<file path="src/rtl/shift_pkg.sv">
// Shared types and small helpers for the pipelined shift/rotate unit.
package shift_pkg;

    localparam int unsigned OP_W = 2;

    typedef enum logic [OP_W-1:0] {
        OP_LOGICAL = 2'b00,
        OP_ARITH   = 2'b01,
        OP_ROTATE  = 2'b10,
        OP_REVERSE = 2'b11
    } shift_op_t;

    // The core only shifts left; right ops and REVERSE mirror the operand first.
    function automatic logic pre_reverse(input shift_op_t op, input logic lr);
        return (op == OP_REVERSE) || !lr;
    endfunction

    // REVERSE is finished by the input mirror alone, other right ops mirror back.
    function automatic logic post_reverse(input shift_op_t op, input logic lr);
        return (op != OP_REVERSE) && !lr;
    endfunction

    function automatic logic arith_fill(input shift_op_t op, input logic lr, input logic msb);
        return (op == OP_ARITH) && !lr && msb;
    endfunction

endpackage

</file>
<file path="src/rtl/shift_stage.sv">
// One pipeline stage: conditional left shift/rotate by 2**K plus sideband registers.
module shift_stage
    import shift_pkg::*;
#(
    parameter  int unsigned N = 3,
    parameter  int unsigned K = 0,
    localparam int unsigned W = 2**N
) (
    input  logic            clk,
    input  logic            reset,
    input  logic            i_flush,
    input  logic            i_en,
    input  logic            i_valid,
    input  logic [W-1:0]    i_data,
    input  logic [N-1:0]    i_amt,
    input  logic [OP_W-1:0] i_op,
    input  logic            i_lr,
    input  logic            i_fill,
    output logic            o_valid,
    output logic [W-1:0]    o_data,
    output logic [N-1:0]    o_amt,
    output logic [OP_W-1:0] o_op,
    output logic            o_lr,
    output logic            o_fill
);

    localparam int unsigned S = 2**K;

    logic            r_valid;
    logic [W-1:0]    r_data;
    logic [N-1:0]    r_amt;
    logic [OP_W-1:0] r_op;
    logic            r_lr;
    logic            r_fill;
    logic [W-1:0]    w_shifted;

    always_comb begin
        w_shifted = i_data;
        if (i_amt[K]) begin
            if (shift_op_t'(i_op) == OP_ROTATE) begin
                w_shifted = {i_data[W-1-S:0], i_data[W-1:W-S]};
            end else begin
                w_shifted = {i_data[W-1-S:0], {S{i_fill}}};
            end
        end
    end

    // Flush drops only the valid flag; payload of an invalid stage is don't-care.
    always_ff @(posedge clk or posedge reset) begin
        if (reset) begin
            r_valid <= 1'b0;
            r_data  <= '0;
            r_amt   <= '0;
            r_op    <= '0;
            r_lr    <= 1'b0;
            r_fill  <= 1'b0;
        end else if (i_flush) begin
            r_valid <= 1'b0;
        end else if (i_en) begin
            r_valid <= i_valid;
            r_data  <= w_shifted;
            r_amt   <= i_amt;
            r_op    <= i_op;
            r_lr    <= i_lr;
            r_fill  <= i_fill;
        end
    end

    assign o_valid = r_valid;
    assign o_data  = r_data;
    assign o_amt   = r_amt;
    assign o_op    = r_op;
    assign o_lr    = r_lr;
    assign o_fill  = r_fill;

endmodule

</file>
<file path="src/rtl/pipelined_shift_rotate_unit.sv">
// N-stage logarithmic shifter with valid/ready flow control, global stall and flush.
module pipelined_shift_rotate_unit
    import shift_pkg::*;
#(
    parameter  int unsigned N = 3,
    localparam int unsigned W = 2**N
) (
    input  logic         clk,
    input  logic         reset,
    input  logic         flush,
    input  logic         in_valid,
    output logic         in_ready,
    input  logic [W-1:0] data_in,
    input  logic [N-1:0] amount,
    input  logic         lr,
    input  logic [1:0]   op,
    output logic         out_valid,
    input  logic         out_ready,
    output logic [W-1:0] data_out,
    output logic [N-1:0] occupancy
);

    // Index 0 is the pre-processed input, index k+1 is the output of stage k.
    logic [N:0]           w_valid;
    logic [N:0][W-1:0]    w_data;
    logic [N:0][N-1:0]    w_amt;
    logic [N:0][OP_W-1:0] w_op;
    logic [N:0]           w_lr;
    logic [N:0]           w_fill;

    shift_op_t    w_op_in;
    logic         w_advance;
    logic         w_accept;
    logic         w_emit;
    logic [W-1:0] w_rev_in;
    logic [W-1:0] w_rev_out;
    logic         w_unused_tail;
    logic [N-1:0] r_occupancy;

    assign w_op_in   = shift_op_t'(op);
    assign w_advance = !w_valid[N] || out_ready;
    assign in_ready  = w_advance && !flush;
    assign w_accept  = in_valid && in_ready;
    assign w_emit    = w_valid[N] && out_ready;

    always_comb begin
        w_rev_in  = '0;
        w_rev_out = '0;
        for (int i = 0; i < W; i++) begin
            w_rev_in[i]  = data_in[W-1-i];
            w_rev_out[i] = w_data[N][W-1-i];
        end
    end

    assign w_valid[0] = w_accept;
    assign w_data[0]  = pre_reverse(w_op_in, lr) ? w_rev_in : data_in;
    assign w_amt[0]   = (w_op_in == OP_REVERSE) ? '0 : amount;
    assign w_op[0]    = op;
    assign w_lr[0]    = lr;
    assign w_fill[0]  = arith_fill(w_op_in, lr, data_in[W-1]);

    for (genvar k = 0; k < N; k++) begin : g_stage
        shift_stage #(
            .N (N),
            .K (k)
        ) u_stage (
            .clk     (clk),
            .reset   (reset),
            .i_flush (flush),
            .i_en    (w_advance),
            .i_valid (w_valid[k]),
            .i_data  (w_data[k]),
            .i_amt   (w_amt[k]),
            .i_op    (w_op[k]),
            .i_lr    (w_lr[k]),
            .i_fill  (w_fill[k]),
            .o_valid (w_valid[k+1]),
            .o_data  (w_data[k+1]),
            .o_amt   (w_amt[k+1]),
            .o_op    (w_op[k+1]),
            .o_lr    (w_lr[k+1]),
            .o_fill  (w_fill[k+1])
        );
    end

    // Amount and fill are fully consumed by the last stage.
    assign w_unused_tail = ^{w_amt[N], w_fill[N]};

    assign out_valid = w_valid[N];
    assign data_out  = post_reverse(shift_op_t'(w_op[N]), w_lr[N]) ? w_rev_out : w_data[N];

    always_ff @(posedge clk or posedge reset) begin
        if (reset) begin
            r_occupancy <= '0;
        end else if (flush) begin
            r_occupancy <= '0;
        end else if (w_accept && !w_emit) begin
            r_occupancy <= r_occupancy + N'(1);
        end else if (!w_accept && w_emit) begin
            r_occupancy <= r_occupancy - N'(1);
        end
    end

    assign occupancy = r_occupancy;

endmodule

</file>
<file path="config.mk">
export PLATFORM = sky130hd
export DESIGN_NAME = pipelined_shift_rotate_unit
export DESIGN_NICKNAME = d
export VERILOG_FILES = /design/src/rtl/shift_pkg.sv /design/src/rtl/shift_stage.sv /design/src/rtl/pipelined_shift_rotate_unit.sv
export SDC_FILE = /design/constraint.sdc
export NUM_CORES = 1
export LEC_CHECK = 0
export ABC_AREA = 1
export CAP_MARGIN = 5
export CORE_MARGIN = 4
export CORE_UTILIZATION = 51
export CTS_BUF_LIST = sky130_fd_sc_hd__clkbuf_8
export DETAILED_ROUTE_END_ITERATION = 8
export PLACE_DENSITY = 0.78
export SYNTH_ARGS = -nofsm -noshare
export SYNTH_HDL_FRONTEND = slang
export SYNTH_SLANG_ARGS = --single-unit
</file>
<file path="constraint.sdc">
create_clock -name clk -period 1.5 [get_ports clk]
set_clock_uncertainty 0.1 [all_clocks]
set_input_delay 0.375 -clock clk [delete_from_list [all_inputs] [get_ports clk]]
set_output_delay 0.375 -clock clk [all_outputs]
set_load 0.05 [all_outputs]
</file>
==> results.sh, run 1 <==
export IMPL_violations="DRC, setup timing"
export IMPL_clock_sinks=44
export IMPL_syn_nets=315
export IMPL_multi_input_area_um2=1405
export IMPL_rsz0062_at_grt="true"
export IMPL_ys_ff_latch=44
export IMPL_fmax_mhz=523.8
export IMPL_syn2layout_area_growth_pct=73.51
export IMPL_path_class="reg2out"
export IMPL_synth_common_cells="72 x nand2_1, 44 x dfrtp_1, 41 x inv_1, 41 x nand3_1, 35 x o21ai_0"
export IMPL_gr_total_overflow=0
export IMPL_synth_edf_count=0
export IMPL_status="finished, violations left"
export IMPL_worst_slack_ns=-0.4091
export IMPL_nFillCells=147
export IMPL_initial_core_util_pct=53.05
export IMPL_dp_cells=386
export IMPL_clk_path_buf_depth=2
export IMPL_p_leak_nw=1.857
export IMPL_io_buffers=31
export IMPL_htreeDepth=2
export IMPL_p_int_mw=2.842
export IMPL_dr_pass1_iters=8
export IMPL_synth_largest_area_cell="dfrtp_1"
export IMPL_min_period_over_period_pct=127.3
export IMPL_synth_compound_area_share_pct=16.47
export IMPL_antenna_found_initial=0
export IMPL_cts_tree="built"
export IMPL_r2r_start="g_stage[2].u_stage.o_valid"
export IMPL_drtIter0Drc=406
export IMPL_synth_top_cells_by_area="dfrtp_1 48%, nand2_1 12%, nand3_1 8.9%, o21ai_0 7.6%, inv_1 6.7%"
export IMPL_drc=1
export IMPL_reg2reg_depth=11
export IMPL_grt_pass1_vias=2573
export IMPL_grt_usage_pct=32.59
export IMPL_synthFlopType="dfrtp_1"
export IMPL_insertion_delay_ns=0.31
export IMPL_crit_path_start_kind="flop"
export IMPL_numCtsBuffers=5
export IMPL_core_um2=4354
export IMPL_slowest_delay_ns=0.40
export IMPL_avgSynthCellArea_um2=7.830
export IMPL_switchingPower_mw=1.896
export IMPL_synthArstFlopShare_pct=100.0
export IMPL_synth_xor_area_share_pct=0.3792
export IMPL_power_frac_seq_pct=33.1
export IMPL_yosysTopAreaCellShare_pct=47.67
export IMPL_p_per_area_nw_per_um2=1182
export IMPL_pin_count=32
export IMPL_muxShareOfSynthArea_pct=0
export IMPL_post_place_ws_ns=-0.5649
export IMPL_layoutNonFillerInstCount=423
export IMPL_nets=390
export IMPL_p_sw_share_pct=40.01
export IMPL_die_x_um=75.30
export IMPL_tightest_slew_ns=0.4914
export IMPL_die_area_um2=5669
export IMPL_wl_um=9743
export IMPL_syn_area_um2=2310
export IMPL_antenna_left=0
export IMPL_cap_violations=0
export IMPL_yosys_warnings=0
export IMPL_cts_root_buffer="clkbuf_8"
export IMPL_yosysMostFrequentCell="nand2_1"
export IMPL_antenna_cells=0
export IMPL_rows=24
export IMPL_crit_required_ns=1.02
export IMPL_crit_path_max_fanout=8
export IMPL_arrival_ns=1.43
export IMPL_cpMaxStageDelayCell="dfrtp_1"
export IMPL_grt_pass1_wl_um=13370
export IMPL_synth_top_family_by_area="simple AND/OR/NAND/NOR gates"
export IMPL_synth_seq_area_share_pct=47.67
export IMPL_r2r_setup_slack_ns=-0.29
export IMPL_post_dp_hpwl_um=3363
export IMPL_via_per_inst=6.310
export IMPL_maxSlewHeadroom_pct=67.24
export IMPL_slew_viol_final=0
export IMPL_critical_path_cell_chain="nand2_2, nand2_4, clkbuf_16, o21ai_4, buf_12"
export IMPL_synth_simple_gate_area_share_pct=23.89
export IMPL_gp_congestion=0.7886
export IMPL_hold_viol=0
export IMPL_p_clk_share_pct=20.1
export IMPL_num_vias=2669
export IMPL_grt_start_max_net_pins=45
export IMPL_ir_drop_mv=1.076
export IMPL_synth_fa_ha_area_share_pct=0.8667
export IMPL_setup_violations=51
export IMPL_syn_inst=295
export IMPL_combPwrFrac_pct=46.8
export IMPL_regArea_um2=1105
export IMPL_path_clk_slew_ns=0.09
export IMPL_hold_class="in2async"
export IMPL_min_period_ns=1.909
export IMPL_layout_drive_gt1_share_pct=43.94
export IMPL_critPathCaptureType="primary output"
export IMPL_die_h_um=75.30
export IMPL_wl_per_cell_um=23.03
export IMPL_reg2reg_to="occupancy[2]"
export IMPL_synth_cell_type_count=21
-- layout make-up --
cell class,count,share of cell area (%)
clock buffer,5,1.717
tap,52,1.623
sequential,44,27.57
multi-input combinational,195,35.06
clock inverter,3,0.9678
timing repair buffer,78,27.79
inverter,44,4.589
timing repair inverter,2,0.6869
-- per-layer routing --
metal  share of wire [%]  GRT usage (%)  vias up
met5                   0              0        -
met2                  50          57.14      202
met1                  35          37.72     1259
met4                 7.6          15.92        0
met3                 7.0          6.860       83
li1                    -              -     1125
-- power by group through the flow --
| stage | combinational (mW) | clock [mW] | sequential (mW) |
|---|---|---|---|
| 5_1_grt | 2.30 | 1.00 | 1.58 |
| 2_1_floorplan | 0.916 | 0 | 1.55 |
| 4_1_cts | 1.93 | 0.894 | 1.51 |
| 3_5_place_dp | 1.59 | 0 | 1.53 |
| 6_report | 2.22 | 0.953 | 1.57 |
| 3_3_place_gp | 1.57 | 0 | 1.52 |
-- per-stage QoR --
stage	power [mW]	hold WS, ns	setup TNS [ns]	cell area (um^2)	utilization [%]
after global routing	4.885	0.3924	-8.097	4008	92.04
final	4.738	0.3587	-6.615	4008	92.04
after detailed placement	3.119	0.3601	-19.51	3027	69.51
after floorplan	2.468	0.2792	-0.3974	2426	-
after CTS	4.343	0.3706	-6.821	3906	89.71
after global placement	3.083	0.3558	-18.75	3027	69.51
-- kinds of logic after synthesis --
logic type                 count (synthesis)
xor gates and xnor gates                   1
buffers and inverters                     56
AOI/OAI and AO/OA                         63
and+or+nand+nor                          130
DFF                                       44
adders and majority gates                  1
-- worst max-delay path by stage --
stage	start	cells past startpoint	slack [ns]	to
floorplan	occupancy[1]	8	-0.21	occupancy[2]
global placement	out_ready	12	-0.52	occupancy[2]
detailed placement	out_ready	12	-0.56	occupancy[2]
CTS	g_stage[2].u_stage.o_op[0]	5	-0.30	data_out[0]
global route	g_stage[2].u_stage.o_op[1]	5	-0.46	data_out[3]
finish	g_stage[2].u_stage.o_op[1]	5	-0.41	data_out[3]
-- placed cells by master (no fill, tap or decap), types with 2 or more instances in the layout --
master            n
nand2_1          44
dfrtp_1          41
inv_1            37
nand3_1          31
buf_12           27
o21ai_2          24
nand2_2          22
clkdlybuf4s50_1  15
buf_4            15
o211ai_1         12
nor2_1           10
nand2_4           9
o21ai_4           9
buf_6             9
o21ai_1           8
nand3_4           6
inv_2             5
clkbuf_8          5
buf_8             5
nand3_2           4
buf_16            3
dfrtp_2           3
dlygate4sd2_1     3
inv_12            2
a21oi_1           2
o21ai_0           2
nand4_1           2
o22ai_4           2
o22ai_2           2
-- registers in the layout, indices dropped and copies added, names as in the netlist --
| register | cells |
|---|---|
| g_stage.u_stage.o_amt | 3 |
| g_stage.u_stage.o_data | 24 |
| g_stage.u_stage.o_fill | 2 |
| g_stage.u_stage.o_lr | 3 |
| g_stage.u_stage.o_op | 6 |
| g_stage.u_stage.o_valid | 3 |
| occupancy | 3 |
-- timing repair --
action	in CTS	in global routing
cloned	11	1
resized for setup	102	57
hold buffers	0	0
setup endpoints to repair	50	53
buffers inserted	22	6
pin swaps	15	18
-- worst max-delay path: cells and delay by family, from the launching register on --
kind	cells	cell delay, ns
flops	1	0.40
buf+inv	2	0.34
compound gates	1	0.19
simple gates	2	0.18
Note: power is estimated with default switching activity, not from simulation.
==> run 2, diff against run 1 <==
--- a/config.mk
+++ b/config.mk
@@ -7,7 +7,7 @@
 export LEC_CHECK = 0
 export ABC_AREA = 1
 export CAP_MARGIN = 5
-export CORE_MARGIN = 4
+export CORE_MARGIN = 10
 export CORE_UTILIZATION = 51
 export CTS_BUF_LIST = sky130_fd_sc_hd__clkbuf_8
 export DETAILED_ROUTE_END_ITERATION = 8
==> run 2 against run 1 <==
Effect of this change:
- the run ends with setup timing left
- worst setup slack gained 0.035 ns
- hold slack better by 0.040 ns
- clock power decreased by 16%
- power is 3.2% lower
- sequential share of layout area decreased by 0.23 points
- utilization barely moved
- global-route usage is 9.4 points lower
- register-to-register slack about the same
- via count up 6.2%
==> results.sh, run 2 (same netlist as run 1, synthesis figures left out) <==
export IMPL_status="finished, violations left"
export IMPL_violations="setup timing"
export IMPL_final_util_pct=92.07
export IMPL_post_dp_hpwl_um=3759
export IMPL_tightest_slew_ns=0.5931
export IMPL_path_clk_slew_ns=0.09
export IMPL_via_per_inst=6.606
export IMPL_critPathCaptureType="primary output"
export IMPL_layout_drive_gt1_share_pct=45.09
export IMPL_path_class="reg2out"
export IMPL_gp_congestion=0.7732
export IMPL_numCtsBuffers=5
export IMPL_syn2layout_area_growth_pct=74.76
export IMPL_grt_pass1_vias=2760
export IMPL_cts_root_buffer="clkbuf_8"
export IMPL_crit_path_max_fanout=8
export IMPL_cap_violations=0
export IMPL_htreeDepth=2
export IMPL_grt_pass1_wl_um=14020
export IMPL_setup_violations=52
export IMPL_reg2reg_depth=11
export IMPL_die_area_um2=7620
export IMPL_cts_tree="built"
export IMPL_arrival_ns=1.40
export IMPL_crit_required_ns=1.02
export IMPL_antenna_left=0
export IMPL_finalPower_mw=4.587
export IMPL_largest_reg_flops=24
export IMPL_wl_per_cell_um=23.37
export IMPL_post_place_ws_ns=-0.6139
export IMPL_die_x_um=87.30
export IMPL_antenna_found_initial=0
export IMPL_worstSetupEndpoint="data_out[0]"
export IMPL_ir_drop_mv=0.7137
export IMPL_initial_core_util_pct=52.68
export IMPL_core_um2=4384
export IMPL_clk_path_buf_depth=2
export IMPL_dr_pass1_iters=7
export IMPL_nets=396
export IMPL_fin_area_um2=4036
export IMPL_grt_usage_pct=23.21
export IMPL_die_h_um=87.30
export IMPL_cts_hold_buf=0
export IMPL_antenna_cells=0
export IMPL_insertion_delay_ns=0.31
export IMPL_drtIter0Drc=370
export IMPL_min_period_ns=1.875
export IMPL_min_period_over_period_pct=125.0
export IMPL_io_buffers=31
export IMPL_num_vias=2834
export IMPL_maxSlewHeadroom_pct=60.46
export IMPL_p_per_area_nw_per_um2=1136
export IMPL_rsz0062_at_grt="true"
export IMPL_reg2reg_to="occupancy[2]"
export IMPL_worst_slack_ns=-0.3745
export IMPL_worstSetupStartpoint="g_stage[2].u_stage.o_op[1]"
export IMPL_grt_start_max_net_pins=45
export IMPL_most_common_layout_cells="42 x nand2_1, 42 x dfrtp_1, 38 x inv_1, 31 x nand3_1, 26 x o21ai_2"
export IMPL_slew_viol_final=0
export IMPL_wl_um=10020
export IMPL_r2r_setup_slack_ns=-0.30
export IMPL_pin_count=32
export IMPL_rows=24
export IMPL_clock_sinks=44
export IMPL_crit_path_start_kind="flop"
export IMPL_fmax_mhz=533.5
export IMPL_r2r_start="g_stage[2].u_stage.o_valid"
export IMPL_drc=0
export IMPL_hold_viol=0
export IMPL_place_area_um2=3042
export IMPL_gr_total_overflow=0
export IMPL_hold_class="in2async"
export IMPL_p_leak_nw=1.903
run 2: through the flow:
| stage | hold slack [ns] | instances | setup TNS (ns) |
|---|---|---|---|
| after floorplan | 0.2792 | 295 | -0.3974 |
| after global placement | 0.3556 | 388 | -18.21 |
| after detailed placement | 0.3597 | 388 | -18.92 |
| after CTS | 0.3779 | 430 | -6.331 |
| after global routing | 0.4513 | 429 | -11.40 |
| final | 0.3992 | 429 | -9.755 |
run 2: power by group:
part / switching, mW / internal, mW
registers: 0.205 / 1.38
clock network: 0.435 / 0.364
logic: 1.22 / 0.989
run 2: worst max-delay path: stages (launching register included):
cell	delay, ns
dfrtp_1	0.41
nand2_2	0.09
nand2_4	0.07
clkbuf_16	0.19
o21ai_4	0.18
buf_12	0.15
run 2: worst min-delay path by stage:
stage	to	slack, ns	cells after the start
after floorplan	g_stage[0].u_stage.o_amt[1]	0.28	1
after global placement	g_stage[1].u_stage.o_lr	0.36	2
after detailed placement	g_stage[1].u_stage.o_fill	0.36	2
after CTS	g_stage[2].u_stage.o_data[7]	0.38	3
after global routing	g_stage[1].u_stage.o_data[1]	0.45	3
final	g_stage[1].u_stage.o_op[1]	0.40	3
run 2: what timing repair did:
action,CTS,global route
gates resized for setup,104,68
pin swaps,12,16
setup endpoints to repair,51,53
setup buffers,23,9
cloned,12,1
run 2: layer usage:
layer  GRT usage, %  part of all wire [%]  up-vias
li1               -                     -     1135
met1          24.96                    33     1344
met2          40.28                    50      271
met3          5.056                    10       84
met4          14.20                   6.7        0
met5              0                     0        -
run 2: final cells by class:
type	instances	area, um^2
multi-input cells	195	1420
repair buffers	84	1149
flip-flops and latches	44	1104
fillers	149	347.8
inverters	44	181.4
clock buffers	6	82.58
well taps	52	65.06
repair inverters	2	27.53
clock inverters	2	7.507
==> run 3, diff against run 2 <==
--- a/config.mk
+++ b/config.mk
@@ -12,6 +12,7 @@
 export CTS_BUF_LIST = sky130_fd_sc_hd__clkbuf_8
 export DETAILED_ROUTE_END_ITERATION = 8
 export PLACE_DENSITY = 0.78
+export SLEW_MARGIN = 20
 export SYNTH_ARGS = -nofsm -noshare
 export SYNTH_HDL_FRONTEND = slang
 export SYNTH_SLANG_ARGS = --single-unit
==> results of run 3 <==
Same layout as run 2: the final DEF is identical, and so are final timing and power.
